**src/rtl/twos_to_signmag_pkg.sv**
```systemverilog
// Shared ALU decode types: FSM state encoding and default operand width.
package alu_pkg;

  localparam int ALU_WIDTH = 32;

  typedef enum logic [1:0] {
    IDLE  = 2'd0,
    SHIFT = 2'd1,
    DONE  = 2'd2
  } state_t;

endpackage

```
**src/rtl/twos_to_signmag_if.sv**
```systemverilog
// Valid/ready word channel into the sign-magnitude decoder and its result channel back out.
interface twos_to_signmag_if
  import alu_pkg::*;
#(
  parameter int WIDTH = ALU_WIDTH
);

  logic             in_valid;
  logic             in_ready;
  logic [WIDTH-1:0] in_data;
  logic             out_valid;
  logic             out_ready;
  logic             out_sign;
  logic [WIDTH-1:0] out_mag;
  logic             out_ovf;

  modport master (
    output in_valid, in_data, out_ready,
    input  in_ready, out_valid, out_sign, out_mag, out_ovf
  );

  modport slave (
    input  in_valid, in_data, out_ready,
    output in_ready, out_valid, out_sign, out_mag, out_ovf
  );

endinterface

```
**src/rtl/twos_to_signmag_neg_bit_cell.sv**
```systemverilog
// One-bit serial negation cell: copy bits up to and including the first 1, invert after it.
// Combinational, no latency, no flow control.
module neg_bit_cell (
  input  logic b,
  input  logic seen_in,
  output logic o,
  output logic seen_out
);

  assign o        = seen_in ? ~b : b;
  assign seen_out = seen_in | b;

endmodule

```
**src/rtl/twos_to_signmag.sv**
```systemverilog
// Two's-complement to sign-magnitude decoder; non-negative words take 1 cycle, negative WIDTH cycles.
// Accepts only in IDLE; result is held in DONE until out_ready, so input stalls behind a stalled output.
module twos_to_signmag
  import alu_pkg::*;
#(
  parameter int WIDTH = ALU_WIDTH
) (
  input  logic                clk,
  input  logic                rst,
  twos_to_signmag_if.slave    bus,
  output logic                busy
);

  localparam int CNT_W = $clog2(WIDTH);
  localparam logic [CNT_W-1:0] CNT_LAST = CNT_W'(WIDTH - 1);
  localparam logic [WIDTH-1:0] MAG_MIN  = {1'b1, {(WIDTH-1){1'b0}}};

  state_t           state;
  logic [WIDTH-1:0] sr;
  logic [CNT_W-1:0] cnt;
  logic             seen_one;
  logic             valid_q;
  logic             sign_q;
  logic [WIDTH-1:0] mag_q;
  logic             ovf_q;

  logic             cell_o;
  logic             cell_seen;
  logic [WIDTH-1:0] mag_next;

  neg_bit_cell u_cell (
    .b        (sr[0]),
    .seen_in  (seen_one),
    .o        (cell_o),
    .seen_out (cell_seen)
  );

  // Serial result enters at the MSB so after WIDTH shifts bit 0 sits at mag[0].
  assign mag_next = {cell_o, mag_q[WIDTH-1:1]};

  assign bus.in_ready  = (state == IDLE) && !rst;
  assign bus.out_valid = valid_q;
  assign bus.out_sign  = sign_q;
  assign bus.out_mag   = mag_q;
  assign bus.out_ovf   = ovf_q;
  assign busy          = (state != IDLE);

  always_ff @(posedge clk) begin
    if (rst) begin
      state    <= IDLE;
      sr       <= '0;
      cnt      <= '0;
      seen_one <= 1'b0;
      valid_q  <= 1'b0;
      sign_q   <= 1'b0;
      mag_q    <= '0;
      ovf_q    <= 1'b0;
    end else begin
      case (state)
        IDLE: begin
          if (bus.in_valid) begin
            sr       <= bus.in_data;
            sign_q   <= bus.in_data[WIDTH-1];
            seen_one <= 1'b0;
            cnt      <= '0;
            ovf_q    <= 1'b0;
            if (!bus.in_data[WIDTH-1]) begin
              mag_q   <= bus.in_data;
              valid_q <= 1'b1;
              state   <= DONE;
            end else begin
              mag_q <= '0;
              state <= SHIFT;
            end
          end
        end
        SHIFT: begin
          sr       <= sr >> 1;
          mag_q    <= mag_next;
          seen_one <= cell_seen;
          if (cnt == CNT_LAST) begin
            ovf_q   <= sign_q && (mag_next == MAG_MIN);
            valid_q <= 1'b1;
            state   <= DONE;
          end else begin
            cnt <= cnt + 1'b1;
          end
        end
        DONE: begin
          if (bus.out_ready) begin
            valid_q <= 1'b0;
            state   <= IDLE;
          end
        end
        default: state <= IDLE;
      endcase
    end
  end

endmodule

```
**src/flat_wrapper.sv**
```systemverilog
// flat-port wrapper written by rule: the top's interface ports become plain ports
module twos_to_signmag_flat import alu_pkg::*;
#(
  parameter int WIDTH = ALU_WIDTH
)
  (clk, rst, busy, bus_in_valid, bus_in_data, bus_out_ready, bus_in_ready, bus_out_valid, bus_out_sign, bus_out_mag, bus_out_ovf);
  twos_to_signmag_if #(.WIDTH(WIDTH)) bus_i ();
  input  logic clk;
  input  logic rst;
  output logic busy;
  input wire logic [$bits(bus_i.in_valid)-1:0] bus_in_valid;
  input wire logic [$bits(bus_i.in_data)-1:0] bus_in_data;
  input wire logic [$bits(bus_i.out_ready)-1:0] bus_out_ready;
  output wire logic [$bits(bus_i.in_ready)-1:0] bus_in_ready;
  output wire logic [$bits(bus_i.out_valid)-1:0] bus_out_valid;
  output wire logic [$bits(bus_i.out_sign)-1:0] bus_out_sign;
  output wire logic [$bits(bus_i.out_mag)-1:0] bus_out_mag;
  output wire logic [$bits(bus_i.out_ovf)-1:0] bus_out_ovf;
  assign bus_i.in_valid = bus_in_valid;
  assign bus_i.in_data = bus_in_data;
  assign bus_i.out_ready = bus_out_ready;
  assign bus_in_ready = bus_i.in_ready;
  assign bus_out_valid = bus_i.out_valid;
  assign bus_out_sign = bus_i.out_sign;
  assign bus_out_mag = bus_i.out_mag;
  assign bus_out_ovf = bus_i.out_ovf;
  twos_to_signmag #(.WIDTH(WIDTH)) u_core (.clk(clk), .rst(rst), .bus(bus_i), .busy(busy));
endmodule
```
**config.mk**
```make
export PLATFORM = sky130hd
export DESIGN_NAME = twos_to_signmag_flat
export DESIGN_NICKNAME = d
export VERILOG_FILES = /design/src/rtl/twos_to_signmag_pkg.sv /design/src/rtl/twos_to_signmag_if.sv /design/src/rtl/twos_to_signmag_neg_bit_cell.sv /design/src/rtl/twos_to_signmag.sv /design/src/flat_wrapper.sv
export SDC_FILE = /design/constraint.sdc
export NUM_CORES = 1
export LEC_CHECK = 0
export ABC_AREA = 1
export BUFFER_PORTS_ARGS = -buffer_cell sky130_fd_sc_hd__buf_2
export CAP_MARGIN = 30
export CORE_UTILIZATION = 56
export CTS_BUF_LIST = sky130_fd_sc_hd__clkbuf_8
export DETAILED_ROUTE_END_ITERATION = 10
export PLACE_DENSITY = 0.9
export SLEW_MARGIN = 30
export SYNTH_ARGS = -nofsm -noshare
export SYNTH_HDL_FRONTEND = slang
export SYNTH_SLANG_ARGS = --single-unit
```
**constraint.sdc**
```tcl
create_clock -name clk -period 1.9 [get_ports clk]
set_clock_uncertainty 0.05 [all_clocks]
set_input_delay 0.19 -clock clk [delete_from_list [all_inputs] [get_ports clk]]
set_output_delay 0.19 -clock clk [all_outputs]
set_load 0.05 [all_outputs]
```
==> Word level (Yosys, flattened, before mapping) <==
Index checks and enable logic that the tools add are counted.
{ "totals": {"inputBits": 36, "elab_cells": 56, "out_inout_bits": 37, "ff_bits": 75} }
{ "op_classes": {"addsub": 1, "n_mux": 23, "n_bitwise": 2, "n_eq_ne": 9, "reduce_logical": 13} }
{ "op_table": {"columns": ["operator", "n"], "rows": [
  ["one-hot mux 32 bit (2 select lines)", 2],
  ["two-way mux 32 bit", 2],
  ["== test 32 bit (second input constant)", 1],
  ["two-way mux 31 bit", 1],
  ["two-way mux 5 bit", 2],
  ["one-hot mux 5 bit (2 select lines)", 1],
  ["AND reduction 3 bit", 3],
  ["two-way mux 2 bit", 4],
  ["!= test 2 bit (second input constant)", 4],
  ["two-way mux 1 bit", 7],
  ["one-hot mux 2 bit (3 select lines)", 1],
  ["adder 5 x 1 -> 5 bit (second input constant)", 1],
  ["== test 5 bit (second input constant)", 1],
  ["AND reduction 5 bit", 1],
  ["one-hot mux 1 bit (2 select lines)", 2],
  ["AND reduction 2 bit", 2],
  ["nonzero test 2 bit", 2],
  ["one-hot mux 1 bit (3 select lines)", 1],
  ["nonzero test 3 bit", 1],
  ["== test 2 x 1 -> 1 bit (second input constant)", 1],
  ["== test 2 bit (second input constant)", 1],
  ["logical AND 1 bit", 2],
  ["logical NOT 2 bit", 1],
  ["!= test 2 x 1 -> 1 bit (second input constant)", 1],
  ["other kinds (3)", 3]
]} }

==> Logic depth before layout (Yosys ltp) <==
Gate-level depths: netlist of the first run.
{ "logic_depth": {"ltp_word": 6, "mapped_depth": 10, "ltp_nobuf": 10} }

==> By module <==
Synthesis of the first run repeated with hierarchy kept, for this count alone.
{ "hier_totals": {"hier_cells": 495, "hier_area_um2": 3383.2} }
{ "by_module_without_submodules": {"columns": ["mod", "seq_area_each_um2", "cells_per_inst", "area_each_um2", "instances"], "rows": [
  ["twos_to_signmag", 1501.4, 491, 3359.5, 1],
  ["neg_bit_cell", 0.0, 4, 23.8, 1]
]} }

==> Worst setup path before layout of the first run <==
Ideal clock, no wire load.
{ "synth_timing": {"kind": "reg-to-reg", "from": "reg u_core.state[0]", "to": "reg u_core.mag_q[11], in the netlist u_core.bus.out_mag[11]", "setup_ns": 0.080, "n_path_buf": 2, "arrival_ns": 1.579, "path_stages_with_launch": 10, "period_less_slack_ns": 1.709, "setup_slack_ns": 0.191, "t_required_ns": 1.770, "path_cell_list": "dfxtp_1 inv_1 ha_1 inv_2 nand2_1 nand2_2 inv_2 buf_6 buf_6 a211oi_2"} }
{ "synth_via": {"elab_chain_len": 3, "elab_cells_between_ends": 6, "cone_classes": "2 x eq/ne; 1 x mux; 3 x reduce/logical"} }
{ "synth_lines": {"columns": ["item", "line_no", "text"], "rows": [
  ["start, declared", "twos_to_signmag.sv:18", "state_t state;"],
  ["start signal, assigned", "twos_to_signmag.sv:50", "state <= IDLE;"],
  ["start signal, assigned", "twos_to_signmag.sv:70", "state <= DONE;"],
  ["start signal, assigned", "twos_to_signmag.sv:73", "state <= SHIFT;"],
  ["== test 2 x 1 -> 1 bit or logical NOT 2 bit (tied branches)", "twos_to_signmag.sv:59", "case (state)"],
  ["nonzero test 2 bit (no source line) or != test 2 bit (tied branches)", null, null],
  ["AND reduction 2 bit (no source line)", null, null],
  ["end signal, assigned", "twos_to_signmag.sv:68", "mag_q <= bus.in_data;"],
  ["end signal, assigned", "twos_to_signmag.sv:79", "mag_q <= mag_next;"],
  ["end, declared", "twos_to_signmag.sv:24", "logic [WIDTH-1:0] mag_q;"]
]} }
Several ways; a longest one is shown, not always the timed one.
A chain may end at the register's enable or synchronous reset.

==> Worst setup path in the final report of the first run <==
{ "layout_timing": {"from": "reg u_core.cnt[0]", "to": "reg u_core.cnt[3]"} }
{ "layout_via": {"elab_chain_len": 3, "elab_cells_between_ends": 6, "cone_classes": "1 x add/sub; 2 x eq/ne; 2 x mux; 1 x reduce/logical"} }
{ "layout_lines": {"columns": ["item", "line_no", "text"], "rows": [
  ["start, declared", "twos_to_signmag.sv:20", "logic [CNT_W-1:0] cnt;"],
  ["start signal, assigned", "twos_to_signmag.sv:86", "cnt <= cnt + 1'b1;"],
  ["adder 5 x 1 -> 5 bit or == test 5 bit (tied branches)", "twos_to_signmag.sv:86, twos_to_signmag.sv:81", null],
  ["two-way mux 5 bit or != test 2 bit (tied branches)", null, null],
  ["one-hot mux 5 bit (2 select lines) or AND reduction 3 bit (tied branches)", null, null]
]} }
Several ways; a longest one is shown, not always the timed one. The select of a mux whose other input is x is not followed.

==> results of run 1 <==
## cells in the final DEF (no fill, tap or decap), drive strengths merged, types with 3 or more instances in the layout
master  instances
dfxtp          75
buf            85
a211oi         27
inv            50
nor2           53
a31oi          33
ha              6
clkbuf         12
nand2          99
o21ai          39
nand3          13
a21oi          12
bufinv          3
o22ai          29
## how the worst max path moves through the flow
stage                         start                     end  slack (ns)  cells past startpoint
finish                u_core.cnt[0]           u_core.cnt[3]        0.17                     10
global route          u_core.cnt[0]         u_core.state[0]      0.0008                      9
CTS                 u_core.state[0]           u_core.sr[20]        0.15                      8
detailed placement  u_core.state[0]           u_core.sr[20]        0.19                      8
global placement    u_core.state[0]           u_core.sr[22]        0.30                      8
floorplan           u_core.state[0]  u_core.bus.out_mag[11]        0.19                      9
## metal layers
metal	vias up	share of wire [%]	global-route usage (%)
met5	-	0	0
met4	0	1.9	15.0
met3	14	5.4	5.11
met2	132	49	47.0
met1	1588	44	32.2
li1	1731	-	-
## sequential cells by signal, indices dropped and copies added, names as in the netlist
signal                count
u_core.bus.out_mag       32
u_core.bus.out_ovf        1
u_core.bus.out_sign       1
u_core.bus.out_valid      1
u_core.cnt                5
u_core.seen_one           1
u_core.sr                32
u_core.state              2
## worst reg2reg max path, stage by stage (launching register included)
cell and delay (ns):
dfxtp_1 0.36, ha_1 0.19, inv_1 0.07, nor3_1 0.17, ha_1 0.21, nand2_1 0.08, nand2_2 0.13, inv_2 0.08
nand2_1 0.08, xor2_1 0.15, nor2_1 0.06
## final cells by class
type,count,area share (%)
multi-input combinational,315,38.6
sequential,75,35.9
timing repair buffer,85,12.5
inverter,50,4.49
clock buffer,12,3.95
clock inverter,4,2.27
tap,75,2.24
## cell families after synthesis
logic type               Yosys count
AO/OA/AOI/OAI                    140
AND/OR/NAND/NOR                  168
buffers and inverters             86
adder cells (fa/ha/maj)            6
XOR/XNOR                           1
flip-flops                        75
## power by group through the flow
stage | sequential [mW] | combinational [mW] | clock [mW]
final | 2.42 | 3.90 | 1.56
after global routing | 2.48 | 4.25 | 1.64
after CTS | 2.41 | 3.85 | 1.57
after detailed placement | 2.43 | 3.82 | 0
after global placement | 2.41 | 3.72 | 0
after floorplan | 3.26 | 2.11 | 0
## timing repair
item,4_1_cts,5_1_grt
hold endpoints to repair,0,0
endpoints found under the setup margin,0,2
gates resized for setup,0,2
## through the flow
step,instance area [um^2],utilization [%],hold slack [ns],cells
final,4180,70.2,0.0817,616
after global placement,3910,65.7,0.397,600
after global routing,4180,70.2,0.0878,616
after detailed placement,3910,65.7,0.406,600
after floorplan,3470,-,0.300,476
after CTS,4170,70.1,0.0757,616
==> results.py, run 1 <==
metrics = {
    "clock_tree": {
        "clock_latency_ns": 0.35,
        "cts_buffer_depth": 2,
        "hold_buffers": 0,
        "cts_buffers": 9,
        "cts_sinks": 75,
        "cts_tree": "yes",
        "clk_pin_slew_ns": 0.07,
        "root_buffer": "clkbuf_8",
        "h-tree-depth": 3,
        "cts_setup_buffers": 0,
    },
    "place": {
        "portBuffers": 72,
        "preCtsSetupSlack_ns": 0.187,
        "dp_hpwl_um": 5890,
        "gp_congestion": 0.830,
    },
    "logic_synthesis": {
        "synth_fa_ha_area_share_pct": 2.16,
        "async_flop_share_pct": 0,
        "ys_seq_area_share_pct": 43.3,
        "syn_avg_cell_area_um2": 7.29,
        "synth-compound-area-share_pct": 25.1,
        "synth_edf_count": 0,
        "synth_top_family_by_area": "compound AO/OA/AOI/OAI gates",
        "syn_inst": 476,
        "synth_xor_area_share_pct": 0.253,
        "synth_most_common_cell": "nand2_1",
        "synth_area_leaders": "dfxtp_1, nand2_1, a31oi_1",
        "ys_types": 24,
        "synth_top_area_share_pct": 43.3,
        "synth_simple_gate_area_share_pct": 18.9,
        "synth.ff_latch_count": 75,
        "synth_ff_type": "dfxtp_1",
        "yosys.area.top_type": "dfxtp_1",
        "muxShareOfSynthArea_pct": 0,
        "synth_common_cells": "nand2_1, dfxtp_1, nor2_1",
        "ys_warn_count": 0,
        "syn_nets": 518,
        "netlist_area_um2": 3470,
    },
    "finish": {
        "fin_nets": 578,
        "fill_cells": 492,
        "n_antenna_cell": 0,
        "multiInputGateArea_um2": 1610,
        "seqCellArea_um2": 1500,
        "syn_to_final_growth_pct": 20.5,
        "drive_gt1_share_pct": 21.1,
    },
    "timing": {
        "timing.final.crit_share_pct": 91.0,
        "relSlewSlack_pct": 77.6,
        "slew_viol_final": 0,
        "finalHoldViolCount": 0,
        "worst_slew_pin_slew_ns": 0.335,
        "rsz0062_at_grt": "false",
        "period_needed_ns": 1.73,
        "tns_ns": 0,
        "worst_slack_ns": 0.171,
        "fmax_mhz": 578,
        "setup_viol": 0,
    },
    "critical_path": {
        "cpPeakStageDelay_ns": 0.36,
        "start_kind": "register",
        "reg2reg_to": "u_core.cnt[3]",
        "cp_max_fo": 5,
        "r2r_slack_ns": 0.17,
        "slowest_stage": "dfxtp_1",
        "r2r_cells": 10,
        "crit_path_end_kind": "register",
        "cp_data_required_time_ns": 2.09,
        "crit_type": "register to register",
        "cp_num_buf_inv": 2,
        "r2r-start": "u_core.cnt[0]",
        "cp_top_family": "simple AND/OR/NAND/NOR gates",
        "cp.arrival_ns": 1.92,
        "cp_cell_sequence": "ha_1 > inv_1 > nor3_1 > ha_1 > nand2_1 > nand2_2 > inv_2 > nand2_1 > xor2_1 > nor2_1",
    },
    "die": {
        "initial_utilization_pct": 58.2,
        "chipHeight_um": 80.7,
        "boundaryPins": 73,
        "fp.coreArea_um2": 5960,
        "dieArea_um2": 6510,
        "die_w_um": 80.7,
        "num_rows": 28,
    },
    "min_path": {
        "hold_class": "input pin to register",
        "hold_end": "u_core.sr[17]",
        "min_path_cells": 3,
        "min-delay-start": "bus_in_data[17]",
    },
    "drt": {
        "vias": 3465,
        "drcViolationCount": 0,
        "ant_nets": 0,
        "via_per_inst": 5.63,
        "wl_um": 8680,
        "drt_pass1_iterations": 5,
        "drt_iter0_drc": 252,
        "detail_route.wl_per_cell_um": 14.1,
    },
    "power_and_ir_drop": {
        "p_leak_nw": 1.83,
        "power.density_nw_per_um2": 1880,
        "combPwrFrac_pct": 49.5,
        "swShare_pct": 46.5,
        "p_seq_share_pct": 30.7,
        "power.total_mw": 7.88,
        "intPower_mw": 4.22,
        "ir_worst_vdd_mv": 1.12,
        "switching_power_mw": 3.66,
        "power.share.clock_pct": 19.8,
    },
    "global_routing": {
        "grt_pass1_vias": 3173,
        "grt.total_usage_pct": 27.4,
        "overflow": 0,
        "grt_first_pass_wirelength_um": 13800,
        "grt_max_degree": 47,
        "antenna_found_initial": 0,
    },
    "run_status": {
        "outcome": "finished, final reports clean",
    },
    "run": {
        "cap_violations": 0,
    },
}
Note: power is estimated with default switching activity, not from simulation.
==> run 2: changes to the inputs <==
--- a/config.mk
+++ b/config.mk
@@ -8,11 +8,11 @@
 export ABC_AREA = 1
 export BUFFER_PORTS_ARGS = -buffer_cell sky130_fd_sc_hd__buf_2
 export CAP_MARGIN = 30
-export CORE_UTILIZATION = 56
-export CTS_BUF_LIST = sky130_fd_sc_hd__clkbuf_8
+export CORE_UTILIZATION = 54
 export DETAILED_ROUTE_END_ITERATION = 10
-export PLACE_DENSITY = 0.9
+export PLACE_DENSITY = 0.87
 export SLEW_MARGIN = 30
 export SYNTH_ARGS = -nofsm -noshare
 export SYNTH_HDL_FRONTEND = slang
 export SYNTH_SLANG_ARGS = --single-unit
+export TNS_END_PERCENT = 10
==> results.py, run 2 (synthesis gave the netlist of run 1 again) <==
metrics = {
    "finish": {
        "drive_gt1_share_pct": 20.9,
        "n_antenna_cell": 0,
        "mostFrequentLayoutCell": "nand2_1",
        "syn_to_final_growth_pct": 18.4,
        "fill_cells": 515,
        "final_cell_mix": "nand2_1, dfxtp_1, buf_2",
        "fin_nets": 578,
        "layout.cells.non_filler": 616,
    },
    "place": {
        "dp_hpwl_um": 5790,
        "gp_congestion": 0.795,
        "placedCellCount": 600,
        "portBuffers": 72,
    },
    "clock_tree": {
        "hold_buffers": 0,
        "clock_latency_ns": 0.35,
        "root_buffer": "clkbuf_8",
        "cts_sinks": 75,
        "h-tree-depth": 3,
        "clk_pin_slew_ns": 0.08,
        "cts_buffer_depth": 2,
        "cts_tree": "yes",
        "cts_buffers": 9,
    },
    "global_routing": {
        "top_usage_layer": "met2",
        "use_met3_pct": 4.18,
        "grt.total_usage_pct": 26.0,
        "grtUsageMet2_pct": 45.7,
        "grt_first_pass_wirelength_um": 13300,
        "use_met1_pct": 30.8,
        "overflow": 0,
        "grt_pass1_vias": 3091,
        "antenna_found_initial": 0,
        "grt_max_degree": 44,
    },
    "critical_path": {
        "crit_type": "register to register",
        "start_kind": "register",
        "crit_start": "u_core.state[0]",
        "cpPeakStageDelay_ns": 0.35,
        "cp_max_fo": 22,
        "cp_common_cell": "nand2_1",
        "cp_cell_sequence": "inv_1 > ha_1 > inv_2 > nand2_1 > nand2_2 > buf_4 > nand2_1 > nor2_1 > nand3_1 > a21oi_1",
        "crit_path_end_kind": "register",
        "cp_num_buf_inv": 3,
        "r2r-start": "u_core.state[0]",
        "cp.arrival_ns": 1.96,
        "slowest_stage": "dfxtp_1",
        "cp_top_family": "simple AND/OR/NAND/NOR gates",
        "cp_data_required_time_ns": 2.13,
    },
    "die": {
        "fp.coreArea_um2": 6060,
        "num_rows": 28,
        "boundaryPins": 73,
        "chipHeight_um": 82.1,
        "die_w_um": 82.1,
        "dieArea_um2": 6750,
        "initial_utilization_pct": 57.2,
    },
    "power_and_ir_drop": {
        "ir_worst_vdd_mv": 1.01,
        "swShare_pct": 47.7,
        "switching_power_mw": 3.61,
        "power.share.clock_pct": 18.0,
        "combPwrFrac_pct": 50.2,
        "power.density_nw_per_um2": 1840,
        "intPower_mw": 3.96,
        "p_seq_share_pct": 31.8,
        "p_leak_nw": 1.79,
    },
    "timing": {
        "whs_ns": 0.0739,
        "slew_viol_final": 0,
        "worst_slew_pin_slew_ns": 0.342,
        "timing.final.crit_share_pct": 91.3,
        "period_needed_ns": 1.73,
        "relSlewSlack_pct": 77.2,
        "tns_ns": 0,
        "fmax_mhz": 577,
        "setup_viol": 0,
        "rsz0062_at_grt": "false",
        "finalHoldViolCount": 0,
    },
    "run": {
        "cap_violations": 0,
    },
    "drt": {
        "drt_iter0_drc": 175,
        "vias": 3453,
        "detail_route.wl_per_cell_um": 13.4,
        "wl_um": 8260,
        "ant_nets": 0,
        "drt_pass1_iterations": 5,
        "via_per_inst": 5.61,
        "drcViolationCount": 0,
    },
    "run_status": {
        "outcome": "finished, final reports clean",
    },
    "min_path": {
        "min-delay-start": "bus_in_data[17]",
        "hold_class": "input pin to register",
    },
}
[run 2: final cells by class]
cell class / instances / area (um^2) / share of cell area, %
well taps: 75 / 93.8 / 2.29
repair buffers: 85 / 487 / 11.9
multi-input cells: 315 / 1610 / 39.2
clock inverters: 6 / 88.8 / 2.16
clock buffers: 10 / 138 / 3.35
inverters: 50 / 188 / 4.57
flip-flops and latches: 75 / 1500 / 36.6
[run 2: path summary, 6_finish.rpt]
kind	endpoint	slack [ns]	cells past startpoint
worst max-delay path	u_core.bus.out_ovf	0.17	10
worst min-delay path	u_core.sr[17]	0.07	3
worst max register to register	u_core.bus.out_ovf	0.17	10
worst min register to register	u_core.sr[5]	0.42	2
[run 2: power groups by stage]
| stage | combinational, mW | clock, mW | sequential [mW] |
|---|---|---|---|
| after floorplan | 2.11 | 0 | 3.26 |
| after CTS | 3.77 | 1.38 | 2.40 |
| after global placement | 3.67 | 0 | 2.41 |
| after global routing | 4.14 | 1.45 | 2.47 |
| after detailed placement | 3.75 | 0 | 2.43 |
| final | 3.80 | 1.36 | 2.41 |
[run 2: what timing repair did]
item / in CTS / in global routing
resized for setup: 0 / 1
endpoints found under the setup margin: 0 / 1
setup buffers: 0 / 0
[run 2: per-stage QoR]
step | worst slack (ns) | util, % | power [mW] | cell area [um^2]
3_3_place_gp | 0.266 | 64.0 | 6.08 | 3880
6_report | 0.166 | 67.8 | 7.56 | 4110
5_1_grt | 0.0379 | 67.8 | 8.06 | 4110
2_1_floorplan | 0.191 | - | 5.37 | 3470
3_5_place_dp | 0.174 | 64.0 | 6.18 | 3880
4_1_cts | 0.161 | 67.7 | 7.56 | 4100
[run 2: worst register-to-register path: cells and delay by family, from the launching register on]
family | cells | cell delay, ns
buf+inv | 3 | 0.41
fa+ha+maj | 1 | 0.24
simple gates | 5 | 0.47
flops | 1 | 0.35
compound gates | 1 | 0.15
[run 2: per-layer routing]
layer	up-vias	part of all wire, %
met3	14	5.3
met1	1587	45
met4	0	1.9
met2	113	48
met5	-	0
li1	1739	-
